[src/rtl/id_ex_stage.sv]
// Decode->execute pipeline register with MEM-stage operand forwarding,
// load-use hazard bubbling, EX backpressure, flush and a saturating bubble counter.
module id_ex_stage #(
  parameter int unsigned XLEN  = 32,
  parameter int unsigned CNT_W = 16
) (
  input  logic             i_clk,
  input  logic             i_rst_n,
  input  logic             i_flush,
  input  logic             i_id_valid,
  output logic             o_id_ready,
  input  logic [XLEN-1:0]  i_id_pc,
  input  logic [31:0]      i_id_instr,
  input  logic [4:0]       i_rs1_addr,
  input  logic [4:0]       i_rs2_addr,
  input  logic             i_rs1_use,
  input  logic             i_rs2_use,
  input  logic [4:0]       i_rd_addr,
  input  logic             i_rd_we,
  input  logic             i_is_load,
  input  logic [XLEN-1:0]  i_rs1_data,
  input  logic [XLEN-1:0]  i_rs2_data,
  input  logic             i_mem_we,
  input  logic [4:0]       i_mem_rd,
  input  logic [XLEN-1:0]  i_mem_res,
  input  logic             i_ex_ready,
  output logic             o_ex_valid,
  output logic [XLEN-1:0]  o_ex_pc,
  output logic [31:0]      o_ex_instr,
  output logic [XLEN-1:0]  o_ex_rs1,
  output logic [XLEN-1:0]  o_ex_rs2,
  output logic [4:0]       o_ex_rd_addr,
  output logic             o_ex_rd_we,
  output logic             o_ex_is_load,
  output logic [CNT_W-1:0] o_bubble_cnt
);

  logic            advance_c;
  logic            hazard_c;
  logic            bubble_c;
  logic            take_c;
  logic [XLEN-1:0] rs1_fwd_c;
  logic [XLEN-1:0] rs2_fwd_c;

  assign advance_c = !o_ex_valid || i_ex_ready;

  // Load in EX whose result is needed by the ID instruction: not yet available.
  assign hazard_c = o_ex_valid && o_ex_is_load && o_ex_rd_we && (o_ex_rd_addr != 5'd0) &&
                    ((i_rs1_use && (i_rs1_addr == o_ex_rd_addr)) ||
                     (i_rs2_use && (i_rs2_addr == o_ex_rd_addr)));

  assign o_id_ready = advance_c && !hazard_c;
  assign bubble_c   = advance_c && !i_flush && hazard_c && i_id_valid;
  assign take_c     = advance_c && !i_flush && !(hazard_c && i_id_valid);

  // x0 is hardwired zero; otherwise MEM result beats register-file data.
  assign rs1_fwd_c = (i_rs1_addr == 5'd0) ? '0 :
                     (i_mem_we && (i_mem_rd == i_rs1_addr)) ? i_mem_res : i_rs1_data;
  assign rs2_fwd_c = (i_rs2_addr == 5'd0) ? '0 :
                     (i_mem_we && (i_mem_rd == i_rs2_addr)) ? i_mem_res : i_rs2_data;

  always_ff @(posedge i_clk or negedge i_rst_n) begin
    if (!i_rst_n) begin
      o_ex_valid   <= 1'b0;
      o_ex_pc      <= '0;
      o_ex_instr   <= '0;
      o_ex_rs1     <= '0;
      o_ex_rs2     <= '0;
      o_ex_rd_addr <= '0;
      o_ex_rd_we   <= 1'b0;
      o_ex_is_load <= 1'b0;
      o_bubble_cnt <= '0;
    end else begin
      if (i_flush || bubble_c) begin
        o_ex_valid   <= 1'b0;
        o_ex_rd_we   <= 1'b0;
        o_ex_is_load <= 1'b0;
      end else if (take_c) begin
        o_ex_valid   <= i_id_valid;
        o_ex_rd_we   <= i_id_valid && i_rd_we;
        o_ex_is_load <= i_id_valid && i_is_load;
        o_ex_pc      <= i_id_pc;
        o_ex_instr   <= i_id_instr;
        o_ex_rs1     <= rs1_fwd_c;
        o_ex_rs2     <= rs2_fwd_c;
        o_ex_rd_addr <= i_rd_addr;
      end
      if (bubble_c && (o_bubble_cnt != '1)) begin
        o_bubble_cnt <= o_bubble_cnt + CNT_W'(1);
      end
    end
  end

endmodule
[config.mk]
export PLATFORM = sky130hd
export DESIGN_NAME = id_ex_stage
export DESIGN_NICKNAME = d
export VERILOG_FILES = /design/src/rtl/id_ex_stage.sv
export SDC_FILE = /design/constraint.sdc
export NUM_CORES = 1
export LEC_CHECK = 0
export BUFFER_PORTS_ARGS = -buffer_cell sky130_fd_sc_hd__clkbuf_2
export CAP_MARGIN = 30
export CORE_AREA = 2 2 135 137
export DETAILED_ROUTE_END_ITERATION = 8
export DIE_AREA = 0 0 137 139
export MAX_ROUTING_LAYER = met4
export PLACE_DENSITY = 0.73
export SLEW_MARGIN = 20
export SYNTH_ARGS = -nofsm -noshare
export SYNTH_HDL_FRONTEND = slang
export SYNTH_SLANG_ARGS = --single-unit
export TNS_END_PERCENT = 5
[constraint.sdc]
create_clock -name i_clk -period 2.2 [get_ports i_clk]
set_clock_uncertainty 0.15 [all_clocks]
set_input_delay 0.22 -clock i_clk [delete_from_list [all_inputs] [get_ports i_clk]]
set_output_delay 0.22 -clock i_clk [all_outputs]
set_load 0.03 [all_outputs]
**After elaboration in Yosys (flattened, before gate mapping)**

Cells that the tools add are included.

- Logic and storage cells: 55
- Output and inout bits: 153
- Register bits after elaboration: 152
- Input bits: 190

- Reductions and logical operators: 29
- Equality and inequality tests: 5
- $add $sub $neg: 1
- Bitwise operators: 1
- Multiplexer cells: 10

Operator list:

| cell | number |
|---|---|
| 2-to-1 mux 32 bit | 4 |
| == test 5 bit | 4 |
| logical AND 1 bit | 17 |
| adder 16 x 1 -> 16 bit, second input constant | 1 |
| != test 16 bit, second input constant | 1 |
| zero test 5 bit | 2 |
| 2-to-1 mux 1 bit | 6 |
| nonzero test 5 bit | 1 |
| zero test 1 bit | 4 |
| logical OR 1 bit | 3 |
| AND reduction 2 bit | 1 |
| nonzero test 2 bit | 1 |
| inverter 1 bit | 1 |

**Logic depth before layout (Yosys ltp)**

Gate-level depths: netlist of the first run.

- Depth in word-level cells: 9
- Mapped depth: 9
- Mapped depth without buffers: 6

**Worst setup path before layout of the first run**

Ideal clock, no wire load.

- Kind: register to register
- From: register o_ex_rd_addr[4]
- To: register o_ex_instr[13]
- Period minus slack after synthesis: 2.462 ns
- Slack: -0.262 ns
- Setup time: 0.125 ns
- Data arrival time: 2.187 ns
- Stages on the path, launching flop included: 8
- Buffers on the path: 2
- Required time: 1.925 ns
- Cells stage by stage: dfrtp_1 > xor2_1 > nor4_1 > a32oi_1 > o31ai_4 > buf_2 > buf_4 > mux2_2

- Longest elaborated chain between the ends: 9
- Elaborated cells between the ends (all ways): 16
- Classes of those cells: eq/ne (2); bitwise (1); reduce/logical (13)

Ends and longest elaborated chain:

| item | RTL line | source |
|---|---|---|
| from (decl) | 32 | `output logic [4:0] o_ex_rd_addr,` |
| from (signal assigned) | 86 | `o_ex_rd_addr <= i_rd_addr;` |
| == test 5 bit (on tied branches) | 49, 50 |  |
| logical AND 1 bit (on tied branches) | 49, 50 |  |
| logical OR 1 bit | 49 | `((i_rs1_use && (i_rs1_addr == o_ex_rd_addr)) \|\|` |
| logical AND 1 bit (*) | 48 | `assign hazard_c = o_ex_valid && o_ex_is_load && o_ex_rd_we && (o_ex_rd_addr != 5'd0) &&` |
| logical AND 1 bit (2 in series) | 53 | `assign bubble_c = advance_c && !i_flush && hazard_c && i_id_valid;` |
| logical OR 1 bit | 74 | `if (i_flush \|\| bubble_c) begin` |
| inverter 1 bit (no source line) | - |  |
| AND reduction 2 bit (no source line) (*) | - |  |
| to (signal assigned) | 83 | `o_ex_instr <= i_id_instr;` |
| to (decl) | 29 | `output logic [31:0] o_ex_instr,` |

Mark *: on every way between the ends. The rest lies on a longest branch, timed or not.
A chain may end at the register's enable or synchronous reset.

**Worst setup path in the final report of the first run**

- From: register o_ex_rd_addr[2]
- To: register o_ex_rd_addr[2]

- Longest elaborated chain between the ends: 9
- Elaborated cells between the ends (all ways): 16
- Classes of those cells: eq/ne (2); bitwise (1); reduce/logical (13)

Ends and longest elaborated chain:

| item | RTL line |
|---|---|
| == test 5 bit (on tied branches) | 49, 50 |
| logical AND 1 bit (on tied branches) | 49, 50 |
| logical OR 1 bit | 49 |
| logical AND 1 bit (*) | 48 |
| logical AND 1 bit (2 in series) | 53 |
| logical OR 1 bit | 74 |
| inverter 1 bit (no source line) | - |
| AND reduction 2 bit (no source line) (*) | - |

Marked as above.

==> impl_metrics.json, run 1 <==
{
  "final.period_utilization_pct": 110,
  "max_stage_delay_ns": 0.43,
  "synth_top_cell_area_share_pct": 55.5,
  "syn-cell-area_um2": 6850,
  "critPathLaunchType": "flop",
  "core_area_um2": 17700,
  "number_of_nets_in_the_synthesized_netlist": 748,
  "critPathLaunch": "o_ex_rd_addr[2]",
  "hold_viol": 0,
  "layout.core_utilization_pct": 63.8,
  "worstPathCellList": "xor2_1, nor4_2, a32oi_2, o31ai_4, buf_12, buf_6, mux2_2",
  "synth_edf_count": 0,
  "reg2reg_slack_ns": -0.22,
  "detail_route.wl_per_cell_um": 17.8,
  "report.final.setup_viol": 133,
  "r2r_end": "o_ex_rd_addr[2]",
  "worst_path_top_cell_family_by_delay": "compound AO/OA/AOI/OAI gates",
  "worstSetupEndpointType": "flop",
  "numPortBuffers": 342,
  "synth_cell_type_count": 29,
  "timing.setup.tns_ns": -19.10,
  "dpl_cell_area_um2": 9140,
  "register_cell_area_after_layout_um2": 3810,
  "critical_path_class": "reg -> reg",
  "hold_path_class": "in -> reg",
  "antenna_found_initial": 1,
  "final_ws_setup_ns": -0.218,
  "grt.met2_usage_pct": 41.5,
  "arrival_ns": 2.57,
  "multi_input_comb_area_um2": 3060,
  "worst_flop_to_flop_path_startpoint": "o_ex_rd_addr[2]",
  "globalRouteMet3Util_pct": 5.41,
  "globalRouteTotalUtil_pct": 24.0,
  "grtUsageMet1_pct": 26.8,
  "synthTopCellsByArea": "sky130_fd_sc_hd__dfrtp_1 (56%), sky130_fd_sc_hd__mux2_2 (12%), sky130_fd_sc_hd__mux2i_1 (9.4%)",
  "totalPowerFinal_mw": 8.46,
  "globalplace.congestion": 0.876,
  "syn_avg_cell_area_um2": 12.3,
  "yosysTopAreaCell": "sky130_fd_sc_hd__dfrtp_1",
  "maxClockFrequency_ghz": 0.414,
  "relSlewSlack_pct": 63.1,
  "placement.setup.worst_slack_ns": -0.201,
  "cp_slowest_cell": "sky130_fd_sc_hd__dfrtp_2",
  "violations_in_the_final_reports": "negative setup slack",
  "synth.most_common_cell": "sky130_fd_sc_hd__dfrtp_1",
  "final_period_minus_worst_setup_slack_ns": 2.42,
  "synth_seq_area_share_pct": 55.5,
  "list_of_most_frequent_post_synthesis_cells": "sky130_fd_sc_hd__dfrtp_1 (152), sky130_fd_sc_hd__mux2_2 (71), sky130_fd_sc_hd__nand2_1 (70)",
  "drtIter0Drc": 252,
  "vias_per_cell": 4.95,
  "numCtsBuffers": 17,
  "syn_inst_count": 557,
  "prevailing_post_synth_register_cell": "sky130_fd_sc_hd__dfrtp_1",
  "slew_viol_final": 0,
  "power_per_cell_area_nw_per_um2": 751,
  "cts-root-to-sink-buffers": 2,
  "cts_root_buf": "sky130_fd_sc_hd__clkbuf_16",
  "routed_wirelength_um": 22900,
  "worstPathMaxFanout": 12,
  "remaining_antenna_violation_count_after_routing": 0,
  "fillCellCount": 1313,
  "drc": 0,
  "timing.critical_path.to": "o_ex_rd_addr[2]",
  "cts.reportedPaths.clkPinSlew_ns": 0.06,
  "num_rows": 49,
  "maximum_number_of_pins_on_one_net_before_global_route_repair": 54,
  "design_area_um2": 11300,
  "critical_path_depth": 7,
  "area_growth_syn_to_layout_pct": 64.5,
  "ff2ff_path_depth": 7,
  "die-area_um2": 19000,
  "die_width_um": 137,
  "yosys_warnings": 0,
  "grt_overflow_total": 0,
  "critPathBufInv": 2,
  "peakVddDrop_v": 0.000488,
  "transition_at_the_pin_with_the_smallest_max_transition_slack_ns": 0.553,
  "insertion_delay_ns": 0.42,
  "vias_in_the_first_global_route": 6725,
  "initial_utilization_pct": 38.8,
  "cts_sinks": 152,
  "drv_cap": 0,
  "synth-seq-cells": 152,
  "leakage_nw": 5.47,
  "cts_tree": "yes",
  "post_route_cells_drive_above_1_share_pct": 48.8,
  "gr-max-usage-layer": "met2",
  "nNetsFinal": 1232,
  "required_ns": 2.35,
  "cts-htree-levels": 4,
  "first_pass_iters": 4,
  "detailed_place_hpwl_um": 15400,
  "outcome": "complete, but fails checks",
  "io_pins": 343,
  "grt_pass1_wl_um": 34400,
  "asyncSetResetFlopFracSynth_pct": 100,
  "die_h_um": 139,
  "unrepaired_setup_endpoints_after_global_routing": "true",
  "dr_total_vias": 6352
}
[cells in the final DEF, fill, tap and decap left out, types with 3 or more instances in the layout]
master	instances
sky130_fd_sc_hd__nand3_1	12
sky130_fd_sc_hd__nor2_1	10
sky130_fd_sc_hd__mux2_2	34
sky130_fd_sc_hd__buf_6	9
sky130_fd_sc_hd__dfrtp_1	148
sky130_fd_sc_hd__mux2_4	37
sky130_fd_sc_hd__dfrtp_2	4
sky130_fd_sc_hd__buf_4	20
sky130_fd_sc_hd__o31ai_1	61
sky130_fd_sc_hd__o31ai_2	3
sky130_fd_sc_hd__nand2_1	68
sky130_fd_sc_hd__xnor2_1	18
sky130_fd_sc_hd__inv_6	4
sky130_fd_sc_hd__xor2_1	16
sky130_fd_sc_hd__clkbuf_2	340
sky130_fd_sc_hd__mux2i_1	64
sky130_fd_sc_hd__dlygate4sd3_1	111
sky130_fd_sc_hd__and3_1	5
sky130_fd_sc_hd__clkbuf_16	20
sky130_fd_sc_hd__nand4_1	8
sky130_fd_sc_hd__nor4_1	3
sky130_fd_sc_hd__buf_12	16
[worst min path at each step]
stage / from / to / cells after the start
after floorplan: i_rst_n / o_bubble_cnt[0] / 0
after detailed placement: i_rst_n / o_ex_rs1[25] / 1
after CTS: i_mem_res[29] / o_ex_rs2[29] / 3
after global routing: i_rs2_data[14] / o_ex_rs2[14] / 3
final: i_rs2_data[1] / o_ex_rs2[1] / 3
after global placement: i_rst_n / o_ex_rs1[23] / 1
[through the flow]
stage                     std cells  hold WS, ns
after floorplan                 557       -0.226
after global placement         1135       0.0789
after detailed placement       1135       0.0854
after CTS                      1280     0.000206
after global routing           1284      0.00313
final                          1284      0.00707
[layer usage]
| metal | routed length, um | share of wire (%) |
|---|---|---|
| met3 | 1520 | 6.6 |
| met1 | 9100 | 40 |
| met5 | 0 | 0 |
| met2 | 11700 | 51 |
| met4 | 588 | 2.6 |
[power breakdown]
group / total [mW] / leakage, nW / internal (mW) / switching (mW)
combinational: 2.19 / 3.32 / 0.908 / 1.28
sequential: 3.29 / 1.85 / 3.10 / 0.190
clock: 2.98 / 0.292 / 1.73 / 1.25
[tightest hold or removal path, cell delays in order]
cell,delay (ns)
sky130_fd_sc_hd__clkbuf_2,0.08
sky130_fd_sc_hd__mux2i_1,0.15
sky130_fd_sc_hd__o31ai_1,0.08
[cells by family after synthesis]
| group | count (synthesis) | synth area share, % |
|---|---|---|
| AO/OA/AOI/OAI | 71 | 7.95 |
| AND/OR/NAND/NOR | 125 | 8.15 |
| adder cells (fa/ha/maj) | 1 | 0.183 |
| buffers and inverters | 39 | 2.80 |
| XOR/XNOR | 34 | 4.35 |
| flip-flops | 152 | 55.5 |
| multiplexers | 135 | 21.0 |
[registers in the layout, summed over array words and instances (netlist names)]
name and flops:
o_ex_rd_we 1, o_ex_pc 32, o_ex_is_load 1, o_ex_instr 32
o_ex_valid 1, o_ex_rs1 32, o_ex_rd_addr 5, o_ex_rs2 32
o_bubble_cnt 16
[repair_timing]
action / 4_1_cts / 5_1_grt
setup endpoints to repair: 128 / 152
gates resized for setup: 52 / 28
endpoints found under the hold margin: 150 / 0
hold buffers: 111 / 0
setup buffers: 2 / 0
pin swaps: 5 / 1
gates cloned: 0 / 3
[cell type report]
| cell class | count | share of cell area [%] |
|---|---|---|
| sequential | 152 | 33.8 |
| timing repair buffer | 502 | 31.1 |
| multi-input combinational | 366 | 27.1 |
| clock buffer | 18 | 3.90 |
| tap | 229 | 2.54 |
| clock inverter | 14 | 1.42 |
| inverter | 2 | 0.0666 |
| antenna | 1 | 0.0222 |
No activity file was read; power rests on OpenSTA's default activity.
==> run 2, diff against run 1 <==
SKIP_CTS_REPAIR_TIMING = 1   (was not set)
==> run 2 against run 1 <==
Against the previous run: global-route usage is 3.1 points lower; largest power group unchanged; count of clock-buffer cells in the layout stayed put; critical path type unchanged; the run ends with negative hold slack, negative setup slack left; critical path depth stayed put; design area is 3.5% lower; routed wire length is 6.2% lower; first-iteration DRC count is 7.9% higher; highest routed layer unchanged; total power is 1.5% lower.
==> impl_metrics.json, run 2 (synthesis results as in run 1) <==
{
  "outcome": "complete, but fails checks",
  "violations_in_the_final_reports": "negative hold slack, negative setup slack",
  "numCtsBuffers": 17,
  "layout.cells.most_common_list": "sky130_fd_sc_hd__clkbuf_2 (340), sky130_fd_sc_hd__dfrtp_1 (147), sky130_fd_sc_hd__dlygate4sd3_1 (92)",
  "holdWs_ns": -0.0357,
  "core_area_um2": 17700,
  "reg2reg_slack_ns": -0.20,
  "io_pins": 343,
  "globalRouteTotalUtil_pct": 20.9,
  "worst_flop_to_flop_path_startpoint": "o_ex_rd_addr[3]",
  "unrepaired_setup_endpoints_after_global_routing": "true",
  "slew_viol_final": 0,
  "num_rows": 49,
  "required_ns": 2.35,
  "drv_cap": 0,
  "die-area_um2": 19000,
  "ff2ff_path_depth": 7,
  "arrival_ns": 2.55,
  "beginning_of_the_worst_hold_path": "i_rs1_data[29]",
  "peakVddDrop_v": 0.000492,
  "grt_overflow_total": 0,
  "cts-root-to-sink-buffers": 2,
  "routed_wirelength_um": 21500,
  "final_ws_setup_ns": -0.199,
  "remaining_antenna_violation_count_after_routing": 0,
  "drtIter0Drc": 272,
  "worstSetupEndpointType": "flop",
  "report.final.setup_viol": 128,
  "hold_path_class": "in -> reg",
  "hold_path_depth": 3,
  "mostFrequentLayoutCell": "sky130_fd_sc_hd__clkbuf_2",
  "hold_viol": 9,
  "globalplace.congestion": 0.876,
  "cts-htree-levels": 4,
  "cts_tree": "yes",
  "cts_sinks": 152,
  "maxClockFrequency_ghz": 0.417,
  "final_period_minus_worst_setup_slack_ns": 2.40,
  "critPathLaunch": "o_ex_rd_addr[3]",
  "placement.setup.worst_slack_ns": -0.201,
  "die_h_um": 139,
  "initial_utilization_pct": 38.8,
  "detailed_place_hpwl_um": 15400,
  "grt_pass1_wl_um": 30000,
  "vias_in_the_first_global_route": 5933,
  "antenna_found_initial": 1,
  "first_pass_iters": 4,
  "detail_route.wl_per_cell_um": 17.0,
  "layout.core_utilization_pct": 61.6,
  "insertion_delay_ns": 0.42,
  "relSlewSlack_pct": 63.3,
  "vias_per_cell": 4.89,
  "power_per_cell_area_nw_per_um2": 767,
  "nNetsFinal": 1212,
  "dr_total_vias": 6179,
  "critical_path_class": "reg -> reg",
  "area_growth_syn_to_layout_pct": 58.7,
  "critPathLaunchType": "flop",
  "transition_at_the_pin_with_the_smallest_max_transition_slack_ns": 0.550,
  "worstPathMaxFanout": 14,
  "drc": 0,
  "final.period_utilization_pct": 109,
  "post_route_cells_drive_above_1_share_pct": 49.2,
  "cts.reportedPaths.clkPinSlew_ns": 0.07,
  "cts_root_buf": "sky130_fd_sc_hd__clkbuf_16",
  "fillCellCount": 1372,
  "die_width_um": 137,
  "numPortBuffers": 342,
  "leakage_nw": 5.27,
  "maximum_number_of_pins_on_one_net_before_global_route_repair": 54
}
## run 2: metal layers
layer | vias up | wire length, um | global-route usage, %
li1 | 2927 | - | -
met1 | 2969 | 8800 | 24.1
met5 | - | 0 | -
met2 | 255 | 10900 | 35.6
met3 | 28 | 1450 | 5.30
met4 | 0 | 358 | 6.46
## run 2: final timing paths
kind	to
worst max-delay path	o_ex_instr[29]
worst min-delay path	o_ex_rs1[29]
worst max register to register	o_ex_instr[29]
worst min register to register	o_ex_rs1[15]
max in group asynchronous	o_ex_rs2[3]
min in group asynchronous	o_ex_rs1[29]
## run 2: where the power goes
group	total, mW	internal [mW]	switching (mW)	leakage [nW]
Combinational	2.07	0.830	1.24	3.13
Sequential	3.29	3.10	0.188	1.85
Clock	2.97	1.73	1.24	0.292
Total	8.34	5.66	2.67	5.27
## run 2: worst max-delay path, stage by stage (launching register included)
cell,delay (ns)
sky130_fd_sc_hd__dfrtp_2,0.43
sky130_fd_sc_hd__xor2_1,0.16
sky130_fd_sc_hd__nor4_2,0.36
sky130_fd_sc_hd__a32oi_2,0.15
sky130_fd_sc_hd__o31ai_4,0.29
sky130_fd_sc_hd__buf_12,0.20
sky130_fd_sc_hd__buf_12,0.17
sky130_fd_sc_hd__mux2_2,0.36
## run 2: stage by stage
stage | total power [mW] | std cells | setup TNS [ns] | area, um^2
after global placement | 5.17 | 1135 | -9.03 | 9140
final | 8.34 | 1264 | -10.80 | 10900
after detailed placement | 5.20 | 1135 | -15.68 | 9140
after CTS | 8.19 | 1167 | -17.86 | 9740
after floorplan | 4.41 | 557 | -4.77 | 6870
after global routing | 8.69 | 1264 | -26.60 | 10900
## run 2: final cells by class
class / instances / area (um^2) / area share (%)
well taps: 229 / 287 / 2.64
repair buffers: 482 / 3160 / 29.1
clock inverters: 14 / 160 / 1.47
diodes: 1 / 2.50 / 0.0230
clock buffers: 18 / 439 / 4.04
flip-flops and latches: 152 / 3810 / 35.1
inverters: 2 / 7.51 / 0.0691
multi-input cells: 366 / 3000 / 27.6
==> run 3, diff against run 2 <==
--- a/constraint.sdc
+++ b/constraint.sdc
@@ -3,3 +3,3 @@
 set_input_delay 0.22 -clock i_clk [delete_from_list [all_inputs] [get_ports i_clk]]
 set_output_delay 0.22 -clock i_clk [all_outputs]
-set_load 0.03 [all_outputs]
+set_load 0.005 [all_outputs]
==> run 3 against run 2 <==
Against the previous run: the flow still finishes with violations (negative hold slack, negative setup slack); sequential share of layout area rose by 0.12 points; largest cell class unchanged; hold slack improved by 0.018 ns; critical path type is now reg -> out; first-iteration DRC count fell by 6.6%; register-to-register slack barely moved; routed wire length rose by 1.4%; non-clock buffer count rose by 2; die area did not move; sequential power barely moved; final cell count did not move; count of clock-buffer cells in the layout did not move.
==> impl_metrics.json, run 3 (synthesis results as in run 1) <==
{
  "dpl_cell_area_um2": 9060,
  "required_ns": 1.83,
  "cts-root-to-sink-buffers": 2,
  "worstSetupEndpointType": "output port",
  "worst_path_top_cell_family_by_delay": "buffers and inverters",
  "maximum_number_of_pins_on_one_net_before_global_route_repair": 49,
  "io_pins": 343,
  "antennaDiodeCount": 0,
  "leakage_nw": 5.20,
  "power.switching_fraction_pct": 26.4,
  "critPathBufInv": 4,
  "sequential_fraction_of_design_power_pct": 43.0,
  "net-switching-power_mw": 2.01,
  "drv_cap": 0,
  "gr-max-usage-layer": "met2",
  "unrepaired_setup_endpoints_after_global_routing": "true",
  "numCtsBuffers": 17,
  "placement.setup.worst_slack_ns": -0.158,
  "num_rows": 49,
  "hold_path_depth": 3,
  "place.detailed.instances": 1131,
  "remaining_antenna_violation_count_after_routing": 0,
  "initial_utilization_pct": 38.8,
  "core_area_um2": 17700,
  "hold_path_class": "in -> reg",
  "report.final.setup_viol": 131,
  "vias_in_the_first_global_route": 5914,
  "worstHoldEndpoint": "o_ex_rs2[26]",
  "maxClockFrequency_ghz": 0.417,
  "max_stage_delay_ns": 0.40,
  "slew_viol_final": 0,
  "cts_sinks": 152,
  "reg2reg_slack_ns": -0.20,
  "clock_network_power_share_pct": 37.9,
  "timing.setup.tns_ns": -14.37,
  "globalplace.congestion": 0.822,
  "worstPathCellList": "buf_6, xor2_1, nor4_2, a32oi_2, buf_4, nor2_4, buf_6, nor2_1, clkbuf_2",
  "die_width_um": 137,
  "drc": 0,
  "relSlewSlack_pct": 69.5,
  "grt_pass1_wl_um": 30300,
  "arrival_ns": 2.03,
  "worst_flop_to_flop_path_startpoint": "o_ex_rd_addr[0]",
  "beginning_of_the_worst_hold_path": "i_rs2_data[26]",
  "vias_per_cell": 4.87,
  "first_pass_iters": 5,
  "critical-path-top-cell-by-count": "sky130_fd_sc_hd__buf_6",
  "grt_overflow_total": 0,
  "final_ws_setup_ns": -0.200,
  "drtIter0Drc": 254,
  "final_period_minus_worst_setup_slack_ns": 2.40,
  "violations_in_the_final_reports": "negative hold slack, negative setup slack",
  "final.period_utilization_pct": 109,
  "critPathLaunchType": "flop",
  "power_per_cell_area_nw_per_um2": 705,
  "power.combinational.fraction_pct": 19.1,
  "routed_wirelength_um": 21800,
  "hold_viol": 14,
  "outcome": "complete, but fails checks",
  "dr_total_vias": 6151,
  "insertion_delay_ns": 0.41,
  "worstPathMaxFanout": 5,
  "cp_slowest_cell": "sky130_fd_sc_hd__dfrtp_1",
  "post_layout_nonfiller_instances": 1264,
  "cts-htree-levels": 4,
  "critical_path_class": "reg -> out",
  "r2r_end": "o_ex_instr[5]",
  "internal_power_contribution_mw": 5.62,
  "antenna_found_initial": 0,
  "globalRouteMet3Util_pct": 5.81,
  "cts.reportedPaths.clkPinSlew_ns": 0.06,
  "grtUsageMet1_pct": 24.8,
  "numPortBuffers": 342,
  "ff2ff_path_depth": 8,
  "cts_tree": "yes",
  "cts_root_buf": "sky130_fd_sc_hd__clkbuf_16",
  "detail_route.wl_per_cell_um": 17.2,
  "design_area_um2": 10800,
  "mostFrequentLayoutCell": "sky130_fd_sc_hd__clkbuf_2",
  "peakVddDrop_v": 0.000480,
  "transition_at_the_pin_with_the_smallest_max_transition_slack_ns": 0.457,
  "die_h_um": 139,
  "nNetsFinal": 1214,
  "globalRouteTotalUtil_pct": 21.2,
  "post_route_cells_drive_above_1_share_pct": 48.3,
  "holdWs_ns": -0.0180,
  "area_growth_syn_to_layout_pct": 57.9,
  "layout.cells.most_common_list": "sky130_fd_sc_hd__clkbuf_2 (341), sky130_fd_sc_hd__dfrtp_1 (152), sky130_fd_sc_hd__dlygate4sd3_1 (95)",
  "grt.met2_usage_pct": 35.4,
  "die-area_um2": 19000,
  "detailed_place_hpwl_um": 15100
}
-- run 3: cell count changes in the layout (fill, tap and decap cells not counted), moves of 2 or more --
cell	change
sky130_fd_sc_hd__mux2_4	-19
sky130_fd_sc_hd__inv_8	-2
sky130_fd_sc_hd__dfrtp_1	+5
sky130_fd_sc_hd__mux2_2	+19
sky130_fd_sc_hd__dfrtp_2	-5
sky130_fd_sc_hd__buf_4	-4
sky130_fd_sc_hd__dlygate4sd3_1	+3
sky130_fd_sc_hd__buf_12	+2
-- run 3: worst min-delay path: stages --
cell	delay, ns
sky130_fd_sc_hd__clkbuf_2	0.08
sky130_fd_sc_hd__mux2i_1	0.12
sky130_fd_sc_hd__o31ai_1	0.08
-- run 3: per-stage QoR --
step	hold slack (ns)	util (%)	power (mW)
global route	-0.0200	61.2	7.97
CTS	-0.407	54.6	7.49
global placement	0.0398	51.3	4.54
finish	-0.0180	61.2	7.63
detailed placement	0.0350	51.3	4.58
floorplan	-0.226	-	3.81
-- run 3: per-layer routing --
layer | wire length, um | vias to the layer above
met5 | 0 | -
met4 | 408 | 0
met3 | 1580 | 32
met2 | 11000 | 259
met1 | 8800 | 2923
li1 | - | 2937
-- run 3: how the worst max path moves through the flow --
stage	start	endpoint	cells after the start
finish	o_ex_rd_addr[0]	o_id_ready	9
global route	o_ex_rd_addr[0]	o_id_ready	9
CTS	o_ex_rd_addr[4]	o_id_ready	8
detailed placement	o_ex_rd_addr[4]	o_ex_instr[12]	6
global placement	o_ex_rd_addr[4]	o_ex_pc[26]	6
floorplan	o_ex_rd_addr[4]	o_ex_instr[13]	7
-- run 3: area by class of cell --
class,instances,area [um^2]
sequential,152,3800
clock buffer,18,439
fill,1376,6840
timing repair buffer,484,3220
multi-input combinational,366,2920
inverter,2,7.51
clock inverter,13,143
tap,229,287
-- run 3: power groups by stage --
stage / clock network (mW) / registers, mW / logic (mW)
after floorplan: 0 / 3.33 / 0.478
after global placement: 0 / 3.31 / 1.23
after detailed placement: 0 / 3.32 / 1.25
after CTS: 2.96 / 3.28 / 1.26
after global routing: 3.06 / 3.32 / 1.58
final: 2.89 / 3.28 / 1.45
